### config.mk
export PLATFORM = sky130hd
export DESIGN_NAME = spi_mem_ctrl_flat
export DESIGN_NICKNAME = d
export VERILOG_FILES = /design/src/rtl/spi_mem_ctrl_if.sv /design/src/rtl/spi_mem_ctrl.sv /design/src/flat_wrapper.sv
export SDC_FILE = /design/constraint.sdc
export NUM_CORES = 1
export LEC_CHECK = 0
export BUFFER_PORTS_ARGS = -buffer_cell sky130_fd_sc_hd__buf_4
export CAP_MARGIN = 20
export CELL_PAD_IN_SITES_DETAIL_PLACEMENT = 1
export CELL_PAD_IN_SITES_GLOBAL_PLACEMENT = 2
export CORE_UTILIZATION = 35
export DETAILED_ROUTE_END_ITERATION = 10
export GPL_TIMING_DRIVEN = 1
export PLACE_DENSITY = 0.8
export SYNTH_ARGS = -nofsm -noshare
export SYNTH_HDL_FRONTEND = slang
export SYNTH_SLANG_ARGS = --single-unit
### constraint.sdc
create_clock -name clk -period 5.2 [get_ports clk]
set_input_delay 0.52 -clock clk [delete_from_list [all_inputs] [get_ports clk]]
set_output_delay 0.52 -clock clk [all_outputs]
set_load 0.02 [all_outputs]
### src/rtl/spi_mem_ctrl_if.sv
// CPU-side memory bus for spi_mem_ctrl: request level, direction strobes,
// address/write data toward the controller, ready pulse and read data back.
interface spi_mem_ctrl_if;
   logic [15:0] mem_addr;
   logic [7:0]  mem_data_out;
   logic        mem_read;
   logic        mem_write;
   logic        mem_req;
   logic        mem_ready;
   logic [7:0]  mem_data_in;

   modport master (
      output mem_addr, mem_data_out, mem_read, mem_write, mem_req,
      input  mem_ready, mem_data_in
   );

   modport slave (
      input  mem_addr, mem_data_out, mem_read, mem_write, mem_req,
      output mem_ready, mem_data_in
   );
endinterface

### src/rtl/spi_mem_ctrl.sv
// SPI SRAM controller: turns one CPU byte access into a 32-bit mode-0 SPI
// frame (command, 16-bit address, data byte), SCLK = clk/2, MSB first.
module spi_mem_ctrl #(
   parameter logic [7:0] CMD_READ  = 8'h03,
   parameter logic [7:0] CMD_WRITE = 8'h02
) (
   input  logic           clk,
   input  logic           reset,
   spi_mem_ctrl_if.slave  bus,
   output logic           spi_cs_n,
   output logic           spi_sclk,
   output logic           spi_mosi,
   input  logic           spi_miso,
   output logic           busy
);

   typedef enum logic [1:0] {
      IDLE  = 2'd0,
      SHIFT = 2'd1,
      DONE  = 2'd2
   } state_e;

   state_e      state_q,   state_d;
   logic [4:0]  bit_cnt_q, bit_cnt_d;
   logic        phase_q,   phase_d;
   logic [31:0] sh_q,      sh_d;
   logic [7:0]  rx_q,      rx_d;
   logic        is_wr_q,   is_wr_d;
   logic        cs_n_q,    cs_n_d;
   logic        sclk_q,    sclk_d;
   logic        mosi_q,    mosi_d;
   logic        ready_q,   ready_d;
   logic [7:0]  data_in_q, data_in_d;
   logic        busy_q,    busy_d;
   logic [7:0]  cmd;

   // Next-state and next-output computation for the whole transaction.
   always_comb begin
      state_d   = state_q;
      bit_cnt_d = bit_cnt_q;
      phase_d   = phase_q;
      sh_d      = sh_q;
      rx_d      = rx_q;
      is_wr_d   = is_wr_q;
      cs_n_d    = cs_n_q;
      sclk_d    = sclk_q;
      mosi_d    = mosi_q;
      ready_d   = 1'b0;
      data_in_d = data_in_q;
      cmd       = bus.mem_write ? CMD_WRITE : CMD_READ;

      case (state_q)
         IDLE: begin
            if (bus.mem_req) begin
               state_d   = SHIFT;
               is_wr_d   = bus.mem_write;
               // Read frames carry a zero data byte so MOSI idles low while
               // the SRAM drives MISO.
               sh_d      = {cmd, bus.mem_addr,
                            bus.mem_write ? bus.mem_data_out : 8'h00};
               mosi_d    = cmd[7];
               cs_n_d    = 1'b0;
               sclk_d    = 1'b0;
               bit_cnt_d = '0;
               phase_d   = 1'b0;
            end
         end
         SHIFT: begin
            if (!phase_q) begin
               sclk_d  = 1'b1;
               phase_d = 1'b1;
               if (!is_wr_q && (bit_cnt_q >= 5'd24))
                  rx_d = {rx_q[6:0], spi_miso};
            end else begin
               sclk_d  = 1'b0;
               phase_d = 1'b0;
               if (bit_cnt_q == 5'd31) begin
                  state_d = DONE;
                  cs_n_d  = 1'b1;
                  mosi_d  = 1'b0;
                  ready_d = 1'b1;
                  if (!is_wr_q)
                     data_in_d = rx_q;
               end else begin
                  bit_cnt_d = bit_cnt_q + 5'd1;
                  sh_d      = {sh_q[30:0], 1'b0};
                  mosi_d    = sh_q[30];
               end
            end
         end
         DONE: begin
            state_d = IDLE;
         end
         default: begin
            state_d = IDLE;
            cs_n_d  = 1'b1;
            sclk_d  = 1'b0;
            mosi_d  = 1'b0;
         end
      endcase

      busy_d = (state_d != IDLE);
   end

   // State and registered outputs; synchronous reset aborts any frame.
   always_ff @(posedge clk) begin
      if (reset) begin
         state_q   <= IDLE;
         bit_cnt_q <= '0;
         phase_q   <= 1'b0;
         sh_q      <= '0;
         rx_q      <= '0;
         is_wr_q   <= 1'b0;
         cs_n_q    <= 1'b1;
         sclk_q    <= 1'b0;
         mosi_q    <= 1'b0;
         ready_q   <= 1'b0;
         data_in_q <= '0;
         busy_q    <= 1'b0;
      end else begin
         state_q   <= state_d;
         bit_cnt_q <= bit_cnt_d;
         phase_q   <= phase_d;
         sh_q      <= sh_d;
         rx_q      <= rx_d;
         is_wr_q   <= is_wr_d;
         cs_n_q    <= cs_n_d;
         sclk_q    <= sclk_d;
         mosi_q    <= mosi_d;
         ready_q   <= ready_d;
         data_in_q <= data_in_d;
         busy_q    <= busy_d;
      end
   end

   assign spi_cs_n        = cs_n_q;
   assign spi_sclk        = sclk_q;
   assign spi_mosi        = mosi_q;
   assign busy            = busy_q;
   assign bus.mem_ready   = ready_q;
   assign bus.mem_data_in = data_in_q;

endmodule
### src/flat_wrapper.sv
// flat-port wrapper written by rule: the top's interface ports become plain ports
module spi_mem_ctrl_flat 
#(
   parameter logic [7:0] CMD_READ  = 8'h03,
   parameter logic [7:0] CMD_WRITE = 8'h02
)
  (clk, reset, spi_cs_n, spi_sclk, spi_mosi, spi_miso, busy, bus_mem_addr, bus_mem_data_out, bus_mem_read, bus_mem_write, bus_mem_req, bus_mem_ready, bus_mem_data_in);
  spi_mem_ctrl_if bus_i ();
  input  logic clk;
  input  logic reset;
  output logic spi_cs_n;
  output logic spi_sclk;
  output logic spi_mosi;
  input  logic spi_miso;
  output logic busy;
  input wire logic [$bits(bus_i.mem_addr)-1:0] bus_mem_addr;
  input wire logic [$bits(bus_i.mem_data_out)-1:0] bus_mem_data_out;
  input wire logic [$bits(bus_i.mem_read)-1:0] bus_mem_read;
  input wire logic [$bits(bus_i.mem_write)-1:0] bus_mem_write;
  input wire logic [$bits(bus_i.mem_req)-1:0] bus_mem_req;
  output wire logic [$bits(bus_i.mem_ready)-1:0] bus_mem_ready;
  output wire logic [$bits(bus_i.mem_data_in)-1:0] bus_mem_data_in;
  assign bus_i.mem_addr = bus_mem_addr;
  assign bus_i.mem_data_out = bus_mem_data_out;
  assign bus_i.mem_read = bus_mem_read;
  assign bus_i.mem_write = bus_mem_write;
  assign bus_i.mem_req = bus_mem_req;
  assign bus_mem_ready = bus_i.mem_ready;
  assign bus_mem_data_in = bus_i.mem_data_in;
  spi_mem_ctrl #(.CMD_READ(CMD_READ), .CMD_WRITE(CMD_WRITE)) u_core (.clk(clk), .reset(reset), .bus(bus_i), .spi_cs_n(spi_cs_n), .spi_sclk(spi_sclk), .spi_mosi(spi_mosi), .spi_miso(spi_miso), .busy(busy));
endmodule
* After elaboration in Yosys (flattened, before gate mapping)
Cells that the tools add are included.
** Word-level totals
- Flip-flop bits (word level) :: 61
- Bits in latches :: 0
- Memory bits (writable) :: 0
- Memory bits (read-only) :: 0
- Bits of input ports :: 30
- Output and inout port bits :: 13
- Logic and storage cells :: 65
- Memories kept :: 0
** Cells by class
- $add $sub $neg :: 1
- $mul :: 0
- Divide/modulo/power cells :: 0
- $lt $le $gt $ge :: 1
- Eq/ne operators :: 7
- Shift operators :: 0
- Multiplexer cells :: 26
- Bitwise logic cells :: 4
- Reductions and logical operators :: 14
** Operators with widths (count)
- $mux 31 :: 3
- $pmux 31 s2 :: 1
- $mux 5 :: 3
- $reduce_and 4->1 :: 3
- $pmux 5 s2 :: 1
- $mux 1 :: 9
- $pmux 1 s3 :: 3
- $mux 8 :: 1
- $mux 2 :: 3
- $reduce_and 2->1 :: 3
- $reduce_and 3->1 :: 2
- $add 5x1->5 const B :: 1
- $eq 5x5->1 const B :: 1
- $ge 5x5->1 const B :: 1
- $ne 2x1->1 const B :: 2
- $ne 2x2->1 const B :: 2
- $not 1->1 :: 4
- $pmux 2 s2 :: 1
- $reduce_bool 2->1 :: 2
- $reduce_or 3->1 :: 1
- $eq 2x1->1 const B :: 1
- $eq 2x2->1 const B :: 1
- $logic_not 2->1 :: 1
- $pmux 1 s2 :: 1
- 2 further kinds :: 2

* Longest topological paths before layout
Gate-level depths: netlist of run 1.
- Depth after elaboration :: 5
- Gate-level depth with buffers :: 8
- Gate-level depth less buffers :: 6

* Least setup slack after synthesis of run 1
No wires, ideal clock.
- Path type :: reg-to-reg
- From :: register u_core.bit_cnt_q[0]
- To :: register u_core.sh_q[6]
- Setup time :: 0.091 ns
- Arrival :: 1.710 ns
- Data required time :: 5.109 ns
- Path slack :: 3.399 ns
- Stages on the path, launching flop included :: 9
- Buffers on the path :: 2
- Period minus slack after synthesis :: 1.801 ns
- Path through :: dfxtp_1 > ha_1 > and3_1 > ha_1 > and4bb_1 > buf_2 > buf_4 > nor3_1 > a311oi_1
** On the way
- Word-level cells in the longest chain between the ends :: 3
** RTL lines
- from (decl) :: line spi_mem_ctrl.sv:24 : logic [4:0] bit_cnt_q, bit_cnt_d;
- from (signal assigned) :: line spi_mem_ctrl.sv:122 : bit_cnt_q <= bit_cnt_d;
- $eq 5x5->1 :: line spi_mem_ctrl.sv:77 : if (bit_cnt_q == 5'd31) begin
- $ne 2x2->1 (no line)
- $reduce_and 4->1 (no line)
- to (signal assigned) :: line spi_mem_ctrl.sv:111 : sh_q <= '0;
- to (signal assigned) :: line spi_mem_ctrl.sv:124 : sh_q <= sh_d;
- to (decl) :: line spi_mem_ctrl.sv:26 : logic [31:0] sh_q, sh_d;
Every way passes these cells.
A chain may end at the register's enable or synchronous reset.

* Worst setup path in the final report of run 1
- From :: register u_core.bit_cnt_q[0]
- To :: register u_core.sh_q[15]
The elaborated chain is that of the path after synthesis.

==> key figures, run 1 <==
Clocking
  • TritonCTS clock tree: yes
  • Clk sink count: 61
  • Setup repair bufs after CTS: 0
  • Root Buffer: clkbuf_8
  • CTS max path bufs: 2
  • Clk_lat worst skew: 0.34 ns
  • Hold_buf cts: 0
  • Post-CTS sizing: 0
  • H-tree lvl count: 3
  • Number of CTS-inserted buffers: 9
  • Clock slew at reported path FFs: 0.07 ns

Critical path
  • Largest stage delay, worst path: 0.87 ns
  • Startpoint types: flop
  • Worst setup EP type: flop
  • Setup CP Type: reg -> reg
  • CP dominant cell by count: ha_1
  • Crit Path Max Fanout: 24
  • Worst path slowest cell: nand2_1
  • Arr. time, crit path: 2.97 ns
  • CP required: 5.37 ns
  • CP delay by family, top: simple AND/OR/NAND/NOR gates
  • Worst path cell trace: ha_1 > and3_1 > ha_1 > nand4bb_1 > nand2_1 > a311oi_1
  • Worst Path Buf+Inv: 0

Timing
  • Fin. max-slew vios: 0
  • RSZ-0062 raised after global routing: false
  • F_max: 357.4 MHz
  • Crit share post-route: 0.5380
  • Setup-failing EPs final: 0
  • Setup Skew: slightly above 0.007 ns
  • Final hold vios: 0
  • Final TNS setup: 0 ns
  • Final min period: 2.798 ns
  • Worst-Margin Slew: 0.9332 ns
  • Slew margin rel.: 0.3779
  • Final hold slack: 0.4495 ns

Place
  • Hpwl dp: approximately 4000 um
  • # port buffers: 41
  • Area of placed instances: 0.002953 mm^2
  • Inst Count DP: 427
  • Routability congestion estimate: 0.6888

Synth
  • Post-synthesis register bit count: around 60
  • Area contributors post-synth: dfxtp_1 46%, a311oi_1 7.6%, nand3_1 6.9%
  • Post-synth cell types: 37
  • Avg Synthesized Cell Area: 8.385 um^2
  • Register area share after synthesis: 0.4580
  • Mapped cell area: 0.002666 mm^2
  • Syn nets: 351
  • Yosys warnings: 0
  • Area fraction of the dominant cell type after synthesis: 0.4580
  • Post-synthesis cell count: 318
  • Post-synth top area cell: dfxtp_1

Power and ir drop
  • Switch Pwr: 266.2 uW
  • Reg power frac: 0.500
  • VDD IR-drop max: between 0.0001 and 0.00015 V
  • Total Power: 1.013 mW
  • Leak: around 1.2 nW
  • Clock Power Share: 0.386
  • Logic pwr share: 0.114
  • Pwr per Cell Area: 322.1 mW/mm^2
  • Pint: around 750 uW
  • Sw Share: 0.2628

Global routing
  • First-pass GRT wire length: 11740 um
  • All-Layer GR Usage: 0.1928
  • Met3 global-route usage: 0.05910
  • Initial antenna violation count: 0
  • Vias in the first global route: approximately 2600
  • GRT overflow: 0
  • Largest net degree at the start of global routing: 61
  • Global route hottest layer: met2
  • Grt met1 use: 0.2120
  • M2 GR Usage: 0.3518

Worst hold path
  • Hold crit path type: in -> reg

Run
  • Max-cap viol count: 0

Drt
  • Vias post-DR: 2407
  • Iter 0 DRT Violations: 106
  • DRT Wirelength: 6675 um
  • Vias/cell: 5.433
  • Pre-antenna DRT Iters: 4
  • Wire per inst: 15.07 um
  • Final ANT Viol Nets: 0
  • DRC: 0

Floorplan
  • Die Span Y: 89.28 um
  • # rows: 31
  • Die W: 89.28 um
  • Core area: 0.007292 mm^2
  • Top-Level Pins: 43
  • Starting Density: 0.3656
  • Area of the die: 0.007971 mm^2

Final layout
  • Antenna Cells: 0
  • Final Instance Area: 0.003146 mm^2
  • Final Non-Filler Cells: approximately 440
  • Nets: 373
  • Layout cells sized above 1: 0.1715
  • Layout area overhead: 17.97%

Status
  • Status: complete, no violations
-- layout by cell type (no fill, tap or decap), drive strengths merged --
master / count
nor3b: 3
dfxtp: 61
nor2: 6
a311oi: 23
nor2b: 1
inv: 4
nand3: 37
o2111a: 1
and4b: 1
o2111ai: 1
a21oi: 31
o21bai: 1
a21o: 1
and2b: 1
nand2: 44
clkinv: 1
clkbuf: 14
nand2b: 1
mux2i: 2
and4bb: 1
o21ai: 19
a221o: 1
nand4bb: 1
buf: 44
a211oi: 1
o211ai: 7
and3: 1
nor3: 24
and3b: 1
nand3b: 1
or3: 2
nand4b: 2
ha: 3
or3b: 2
-- final cells by class --
class	instances	area [um^2]
timing repair buffer	44	337.8
tap	99	123.9
multi-input combinational	220	1270
sequential	61	1221
clock buffer	14	172.7
inverter	4	15.01
clock inverter	1	5.005
fill	916	4146
-- power by group through the flow --
stage          registers, mW  clock network, mW  logic [mW]
2_1_floorplan          0.512                  0      0.0848
3_3_place_gp           0.517                  0       0.114
3_5_place_dp           0.517                  0       0.116
4_1_cts                0.507              0.402       0.116
5_1_grt                0.511              0.423       0.130
6_report               0.507              0.391       0.115
-- metrics by stage --
stage / utilization / setup slack, ns
final: 0.4314 / 2.402
after global routing: 0.4314 / 2.176
after CTS: 0.4293 / 2.347
after detailed placement: 0.4049 / 2.359
after global placement: 0.4049 / 2.370
after floorplan: - / 3.399
-- path summary, 6_finish.rpt --
kind                            cells past startpoint                 from  slack, ns         endpoint
worst min register to register                      2      u_core.sh_q[30]       0.46  u_core.sh_q[30]
worst min-delay path                                3             spi_miso       0.45   u_core.rx_q[0]
worst max register to register                      6  u_core.bit_cnt_q[0]       2.40  u_core.sh_q[15]
worst max-delay path                                6  u_core.bit_cnt_q[0]       2.40  u_core.sh_q[15]
-- cells by family (layout without fill, tap and decap cells) --
group,count (synthesis),in the layout,share of synthesized area
compound gates,86,86,0.2088
flops,61,61,0.4580
mux,2,2,0.007509
buf+inv,37,63,0.06757
fa+ha+maj,3,3,0.01408
simple gates,129,129,0.2440
-- flip-flops by register name, summed over array words and instances, names as in the netlist --
name	flops
u_core.state_q	2
u_core.rx_q	8
u_core.is_wr_q	1
u_core.bit_cnt_q	5
u_core.bus.mem_ready	1
u_core.busy	1
u_core.spi_cs_n	1
u_core.sh_q	31
u_core.phase_q	1
u_core.bus.mem_data_in	8
u_core.spi_sclk	1
u_core.spi_mosi	1
-- cells in the mapped netlist (all sizes together) --
cell	number
a211oi	1
a21o	1
a21oi	31
a221o	1
a311oi	23
and2b	1
and3	1
and3b	1
and4b	1
and4bb	1
buf	20
clkbuf	13
dfxtp	61
ha	3
inv	4
mux2i	2
nand2	44
nand2b	1
nand3	37
nand3b	1
nand4b	2
nand4bb	1
nor2	6
nor2b	1
nor3	24
nor3b	3
o2111a	1
o2111ai	1
o211ai	7
o21ai	19
o21bai	1
or3	2
or3b	2
-- per-layer routing --
metal  vias to the layer above  routed length [um]
met5                         -                   0
met1                      1160                3040
met2                        41                3281
met4                         0                  97
met3                         7                 256
li1                       1199                   -
-- worst reg2reg max path, cell delays in order, from the launching register on --
cell	delay, ns
dfxtp_1	0.34
ha_1	0.21
and3_1	0.18
ha_1	0.27
nand4bb_1	0.55
nand2_1	0.87
a311oi_1	0.21
Note: power is estimated with default switching activity, not from simulation.
==> inputs of run 2 (changes only) <==
- ABC_AREA: not set -> 1
- CORE_UTILIZATION: 35 -> 30
- PLACE_DENSITY: 0.8 -> 0.76
- clock period: 5.2 -> 2.7 ns (I/O delays scaled with it)
==> run 2 against run 1 <==
  * Critical path type unchanged
  * Fmax increased by 41%
  * Flip-flop and latch count did not move
  * Combinational power rose to 2.6 times the previous value
  * Highest routed layer unchanged
  * Global-route usage shrank 4.4 points
  * Power increased by 120%
  * Clock skew increased by 0.0052 ns
  * Final cell count is 27% higher
  * Non-clock buffer count rose by 2
  * Critical path depth rose by 3
  * Clock power increased by 140%
  * Synthesized area rose by 2.4%
  * Hold slack got worse by 0.29 ns
==> key figures, run 2 <==
Global routing
  • Vias in the first global route: 2555 (+0.12%)
  • All-Layer GR Usage: 0.1491 (-0.04366)
  • Initial antenna violation count: 0 (unchanged)
  • First-pass GRT wire length: 11460 um (-2.4%)
  • Largest net degree at the start of global routing: 43 (-30%)
  • GRT overflow: 0 (unchanged)

Final layout
  • Final Non-Filler Cells: 562 (+27%)
  • Antenna Cells: 0 (unchanged)
  • Commonest non-fill, non-tap cell in the layout: nor2_1
  • Most flops, register: u_core.sh_q
  • Commonest cells after routing, fill and taps aside: 120 x nor2_1, 106 x nand2_1, 61 x dfxtp_1
  • Nets: 482 (+29%)
  • Layout area overhead: 21.81%
  • Largest register FFs: 31 (unchanged)
  • Layout cells sized above 1: 0.1564 (-0.01512)
  • Final Instance Area: 0.003326 mm^2 (+5.7%)

Status
  • Status: complete, no violations

Synth
  • Most frequent cells after synthesis: 120 x nor2_1, 106 x nand2_1, 61 x dfxtp_1, 38 x o21ai_0, 28 x inv_1
  • Yosys warnings: 0 (unchanged)
  • Register area share after synthesis: 0.4473 (-0.01070)
  • Post-synthesis cell count: 414 (+30%)
  • Syn nets: 447 (+27%)
  • Avg Synthesized Cell Area: 6.594 um^2 (-21%)
  • Synth Flop Type: dfxtp_1
  • Post-synth top area cell: dfxtp_1
  • Post-synth EDFFs: 0 (unchanged)
  • Post-synth cell types: 20 (-46%)
  • Most common cell in the netlist: nor2_1
  • Mapped cell area: 0.002730 mm^2 (+2.4%)
  • Share of synthesized flip-flops with an asynchronous set or reset: 0 (unchanged)
  • Area fraction of the dominant cell type after synthesis: 0.4473 (-0.01070)
  • Post-synthesis register bit count: 61 (unchanged)
  • Area contributors post-synth: dfxtp_1 45%, nor2_1 16%, nand2_1 15%

Clocking
  • Clk sink count: 61 (unchanged)
  • Number of CTS-inserted buffers: 9 (unchanged)
  • Post-CTS sizing: 0 (unchanged)
  • Root Buffer: clkbuf_8
  • Clock slew at reported path FFs: 0.08 ns (about the same)
  • TritonCTS clock tree: yes
  • Hold_buf cts: 0 (unchanged)
  • CTS max path bufs: 2 (unchanged)
  • Setup repair bufs after CTS: 0 (unchanged)
  • Clk_lat worst skew: 0.34 ns (about the same)
  • H-tree lvl count: 3 (unchanged)

Power and ir drop
  • Leak: 1.563 nW (+36%)
  • Pwr per Cell Area: 669.1 mW/mm^2 (+110%)
  • Total Power: 2.225 mW (+120%)
  • VDD IR-drop max: 0.0002403 V (+72%)

Floorplan
  • Die W: 97.40 um (+9.1%)
  • # rows: 34 (+9.7%)
  • Top-Level Pins: 43 (unchanged)
  • Core area: 0.008763 mm^2 (+20%)
  • Starting Density: 0.3115 (-0.05411)
  • Area of the die: 0.009486 mm^2 (+19%)
  • Die Span Y: 97.40 um (+9.1%)

Drt
  • Iter 0 DRT Violations: 42 (-60%)
  • Pre-antenna DRT Iters: 3 (-1)
  • Wire per inst: 11.60 um (-23%)
  • Final ANT Viol Nets: 0 (unchanged)
  • Vias post-DR: 2533 (+5.2%)
  • DRT Wirelength: 6517 um (-2.4%)
  • Vias/cell: 4.507 (-17%)
  • DRC: 0 (unchanged)

Critical path
  • Setup slack, reg-to-reg: 0.72 ns (-1.69 ns)
  • Crit Path Max Fanout: 31 (+29%)
  • Arr. time, crit path: 2.26 ns (-0.71 ns)
  • CP required: 2.98 ns (-2.39 ns)
  • Worst Path Buf+Inv: 1 (+1)
  • CP delay by family, top: adder cells
  • Startpoint types: flop
  • Worst path cell trace: ha_1 > nand2_1 > nor2_1 > ha_1 > o21ai_1 > nand2_2 > inv_2 > nor2_1 > nor2_1
  • Setup CP Type: reg -> reg
  • Worst setup EP type: flop
  • Largest stage delay, worst path: 0.45 ns (-0.42 ns)
  • Worst path slowest cell: inv_2
  • CP dominant cell by count: nor2_1

Timing
  • Worst-Margin Slew: 0.6903 ns (-0.2429 ns)
  • F_max: 504.0 MHz (+41%)
  • Crit share post-route: 0.7348 (+0.1968)
  • Fin. max-slew vios: 0 (unchanged)
  • Slew margin rel.: 0.5393 (+0.1614)
  • Final TNS setup: 0 ns (unchanged)
  • Setup Skew: 0.01228 ns (+0.005156 ns)
  • Final min period: 1.984 ns (-0.8138 ns)
  • Setup-failing EPs final: 0 (unchanged)
  • Final hold vios: 0 (unchanged)
  • Final hold slack: 0.1622 ns (-0.2872 ns)
  • RSZ-0062 raised after global routing: false

Worst hold path
  • Hold crit path type: in -> reg

Place
  • Hpwl dp: 4289 um (+5.8%)
  • Routability congestion estimate: 0.6838 (-0.73%)
  • Area of placed instances: 0.003103 mm^2 (+5.1%)
  • # port buffers: 41 (unchanged)
  • Inst Count DP: 546 (+28%)

Run
  • Max-cap viol count: 0 (unchanged)
[run 2: logic make-up after synthesis]
family	after synthesis	synth area share
buf+inv	53	0.08662
flops	61	0.4473
fa+ha+maj	3	0.01375
simple gates	247	0.3607
compound gates	50	0.09166
[run 2: path summary, 6_finish.rpt]
check	startpoint	to	cells after the start
max	u_core.bit_cnt_q[0]	u_core.sh_q[2]	9
min	spi_miso	u_core.rx_q[0]	3
max reg2reg	u_core.bit_cnt_q[0]	u_core.sh_q[2]	9
min reg2reg	u_core.sh_q[25]	u_core.sh_q[25]	2
[run 2: per-stage QoR]
| step | util | setup slack, ns |
|---|---|---|
| final | 0.3795 | 0.7160 |
| after global routing | 0.3795 | 0.5041 |
| after CTS | 0.3795 | 0.6506 |
| after detailed placement | 0.3541 | 0.6714 |
| after global placement | 0.3541 | 0.7035 |
| after floorplan | - | 1.063 |
[run 2: per-layer routing]
metal  vias to the layer above  global-route usage  wire [um]
met4                         0             0.06900        102
met5                         -                   0          0
met1                      1165              0.1745       2999
li1                       1333                   -          -
met3                         8             0.03309        182
met2                        27              0.2582       3233
[run 2: power by group]
| group | internal (mW) | switching [mW] |
|---|---|---|
| clock network | 0.525 | 0.404 |
| registers | 0.963 | 0.0347 |
| logic | 0.116 | 0.183 |
[run 2: worst min-delay path, cell delays in order]
cell and delay, ns:
buf_4 0.08, nor2_1 0.03, nor2_1 0.08
[run 2: area by class of cell]
type | count | area, um^2
Tap cell | 108 | 135.1
Sequential cell | 61 | 1221
Multi-Input combinational cell | 300 | 1272
Timing Repair Buffer | 46 | 357.8
Fill cell | 1152 | 5438
Inverter | 31 | 116.4
Clock inverter | 7 | 98.84
Clock buffer | 9 | 123.9
==> inputs of run 3 (changes only) <==
- CORE_UTILIZATION: 30 -> 27
- PLACE_DENSITY: 0.76 -> 0.72
- clock period: 2.7 -> 1.63 ns (I/O delays scaled with it)
==> run 3 against run 2 <==
  * Final area up 12%
  * Power up 88%
  * Core utilization about the same
  * Die area up 11%
  * Sequential share of layout area down 3.7 points
  * Clock skew down 0.0016 ns
  * Setup slack worse by 0.67 ns
  * Largest power group is now the clock network
  * First-iteration DRC count up 2.4%
  * Final cell count up 7.3%
  * Via count up 3.8%
==> key figures, run 3 (synthesis gave the netlist of run 2 again) <==
Floorplan
  • Area of the die: 0.01052 mm^2 (+11%)
  • Starting Density: 0.2793 (-0.03222)
  • Die W: 102.6 um (+5.3%)
  • # rows: 36 (+5.9%)
  • Top-Level Pins: 43 (unchanged)
  • Core area: 0.009774 mm^2 (+12%)
  • Die Span Y: 102.6 um (+5.3%)

Drt
  • DRT Wirelength: 6923 um (+6.2%)
  • Final ANT Viol Nets: 0 (unchanged)
  • Vias post-DR: 2629 (+3.8%)
  • Iter 0 DRT Violations: 43 (+2.4%)
  • Vias/cell: 4.360 (-3.3%)
  • Wire per inst: 11.48 um (-0.99%)
  • Pre-antenna DRT Iters: 4 (+1)
  • DRC: 0 (unchanged)

Power and ir drop
  • Total Power: 4.190 mW (+88%)
  • Pwr per Cell Area: 1130 mW/mm^2 (+69%)
  • Leak: 1.722 nW (+10%)
  • VDD IR-drop max: 0.0005987 V (+150%)

Final layout
  • Final Non-Filler Cells: 603 (+7.3%)
  • Antenna Cells: 0 (unchanged)
  • Layout cells sized above 1: 0.2128 (+0.05638)
  • Most flops, register: u_core.sh_q
  • Post-layout util: 0.3794 (about the same)
  • Layout area overhead: 35.84%
  • Largest register FFs: 31 (unchanged)
  • Commonest cells after routing, fill and taps aside: 118 x nor2_1, 99 x nand2_1, 59 x dfxtp_1
  • Commonest non-fill, non-tap cell in the layout: nor2_1
  • Nets: 498 (+3.3%)
  • Final Instance Area: 0.003709 mm^2 (+12%)

Place
  • Area of placed instances: 0.003271 mm^2 (+5.4%)
  • Pre-CTS WS: 0.003697 ns (-0.6677 ns)
  • # port buffers: 41 (unchanged)
  • Hpwl dp: 4408 um (+2.8%)
  • Routability congestion estimate: 0.7051 (+3.1%)
  • Inst Count DP: 582 (+6.6%)

Critical path
  • CP required: 1.88 ns (-1.10 ns)
  • Worst path cell trace: ha_4 > nand2_4 > nor2_4 > ha_4 > buf_6 > nand3_4 > nor2_4 > buf_12 > nand2_1 > nand2_1 > nor2_1
  • Worst path slowest cell: dfxtp_2
  • Setup slack, reg-to-reg: 0.04 ns (-0.67 ns)
  • Worst Path Buf+Inv: 2 (+1)
  • Largest stage delay, worst path: 0.36 ns (-0.09 ns)
  • Worst setup EP type: flop
  • Setup CP Type: reg -> reg
  • Startpoint types: flop
  • Worst r2r path cells: 11 (+2)
  • Reg-to-Reg End: u_core.bus.mem_data_in[5]
  • CP delay by family, top: simple AND/OR/NAND/NOR gates
  • Crit Path Max Fanout: 8 (-74%)
  • Setup crit start: u_core.bit_cnt_q[1]
  • Arr. time, crit path: 1.83 ns (-0.43 ns)
  • Worst r2r src: u_core.bit_cnt_q[1]

Timing
  • Final hold vios: 0 (unchanged)
  • F_max: 630.2 MHz (+25%)
  • Worst-Margin Slew: 0.2496 ns (-0.4407 ns)
  • RSZ-0062 raised after global routing: true
  • Slew margin rel.: 0.8334 (+0.2941)
  • Fin worst setup slack: 0.04323 ns (-0.6728 ns)
  • Final min period: 1.587 ns (-0.3972 ns)
  • Setup Skew: 0.01065 ns (-0.001633 ns)
  • Crit share post-route: 0.9735 (+0.2387)
  • Fin. max-slew vios: 0 (unchanged)
  • Setup-failing EPs final: 0 (unchanged)

Worst hold path
  • WHS Endpoint: u_core.rx_q[0]
  • Hold Path Stages: 3 (unchanged)
  • Hold path startpoint: spi_miso
  • Hold crit path type: in -> reg

Status
  • Status: complete, no violations

Clocking
  • Clock slew at reported path FFs: 0.08 ns (about the same)
  • Number of CTS-inserted buffers: 9 (unchanged)
  • Clk sink count: 61 (unchanged)
  • Hold_buf cts: 0 (unchanged)
  • CTS max path bufs: 2 (unchanged)
  • Root Buffer: clkbuf_8
  • H-tree lvl count: 3 (unchanged)
  • TritonCTS clock tree: yes
  • Clk_lat worst skew: 0.34 ns (about the same)

Global routing
  • Initial antenna violation count: 0 (unchanged)
  • Vias in the first global route: 2596 (+1.6%)
  • Largest net degree at the start of global routing: 53 (+23%)
  • First-pass GRT wire length: 11750 um (+2.5%)
  • GRT overflow: 0 (unchanged)
  • All-Layer GR Usage: 0.1462 (-0.002968)

Run
  • Max-cap viol count: 0 (unchanged)
==> run 3: cell count changes in the layout (fill, tap and decap cells not counted), moves of 3 or more <==
cell	before	now
buf_12	1	5
buf_4	45	53
nand2_1	106	99
bufinv_16	2	5
nand2_2	2	8
==> run 3: area by class of cell <==
cell class                      count  area [um^2]
Fill cell                        1273         6066
Inverter                           31        116.4
Multi-Input combinational cell    300         1341
Clock inverter                      6        158.9
Tap cell                          133        166.4
Sequential cell                    61         1224
Timing Repair Buffer               62        574.3
Clock buffer                       10        127.6
==> run 3: report_power, final <==
part / internal [mW] / leakage (nW) / switching (mW)
sequential: 1.60 / 0.501 / 0.0599
combinational: 0.253 / 1.08 / 0.324
clock: 1.33 / 0.141 / 0.627
==> run 3: worst max-delay path by stage <==
stage,cells past startpoint,to
6_report,11,u_core.bus.mem_data_in[5]
2_1_floorplan,10,u_core.sh_q[26]
5_1_grt,10,u_core.sh_q[6]
4_1_cts,10,u_core.sh_q[28]
3_3_place_gp,11,u_core.bus.mem_data_in[3]
3_5_place_dp,11,u_core.bus.mem_data_in[4]
==> run 3: through the flow <==
step / TNS (ns) / hold WS [ns]
6_report: 0 / 0.04456
5_1_grt: -2.330 / 0.04099
4_1_cts: 0 / 0.03301
3_5_place_dp: 0 / 0.3945
3_3_place_gp: 0 / 0.3835
2_1_floorplan: 0 / 0.2979
==> run 3: repair_timing <==
item,in CTS,in global routing
endpoints found under the setup margin,0,45
buffers inserted,0,3
resized for setup,0,21
==> run 3: routing by layer <==
layer | up-vias | share of wire | global-route usage
li1 | 1373 | - | -
met3 | 10 | 0.028 | 0.03525
met4 | 0 | 0.016 | 0.05934
met5 | - | 0 | 0
met1 | 1218 | 0.45 | 0.1634
met2 | 28 | 0.50 | 0.2651
==> run 3: tightest hold or removal path: cells and delay by family <==
kind / cells / cell delay (ns)
simple gates: 2 / 0.11
buf+inv: 1 / 0.07
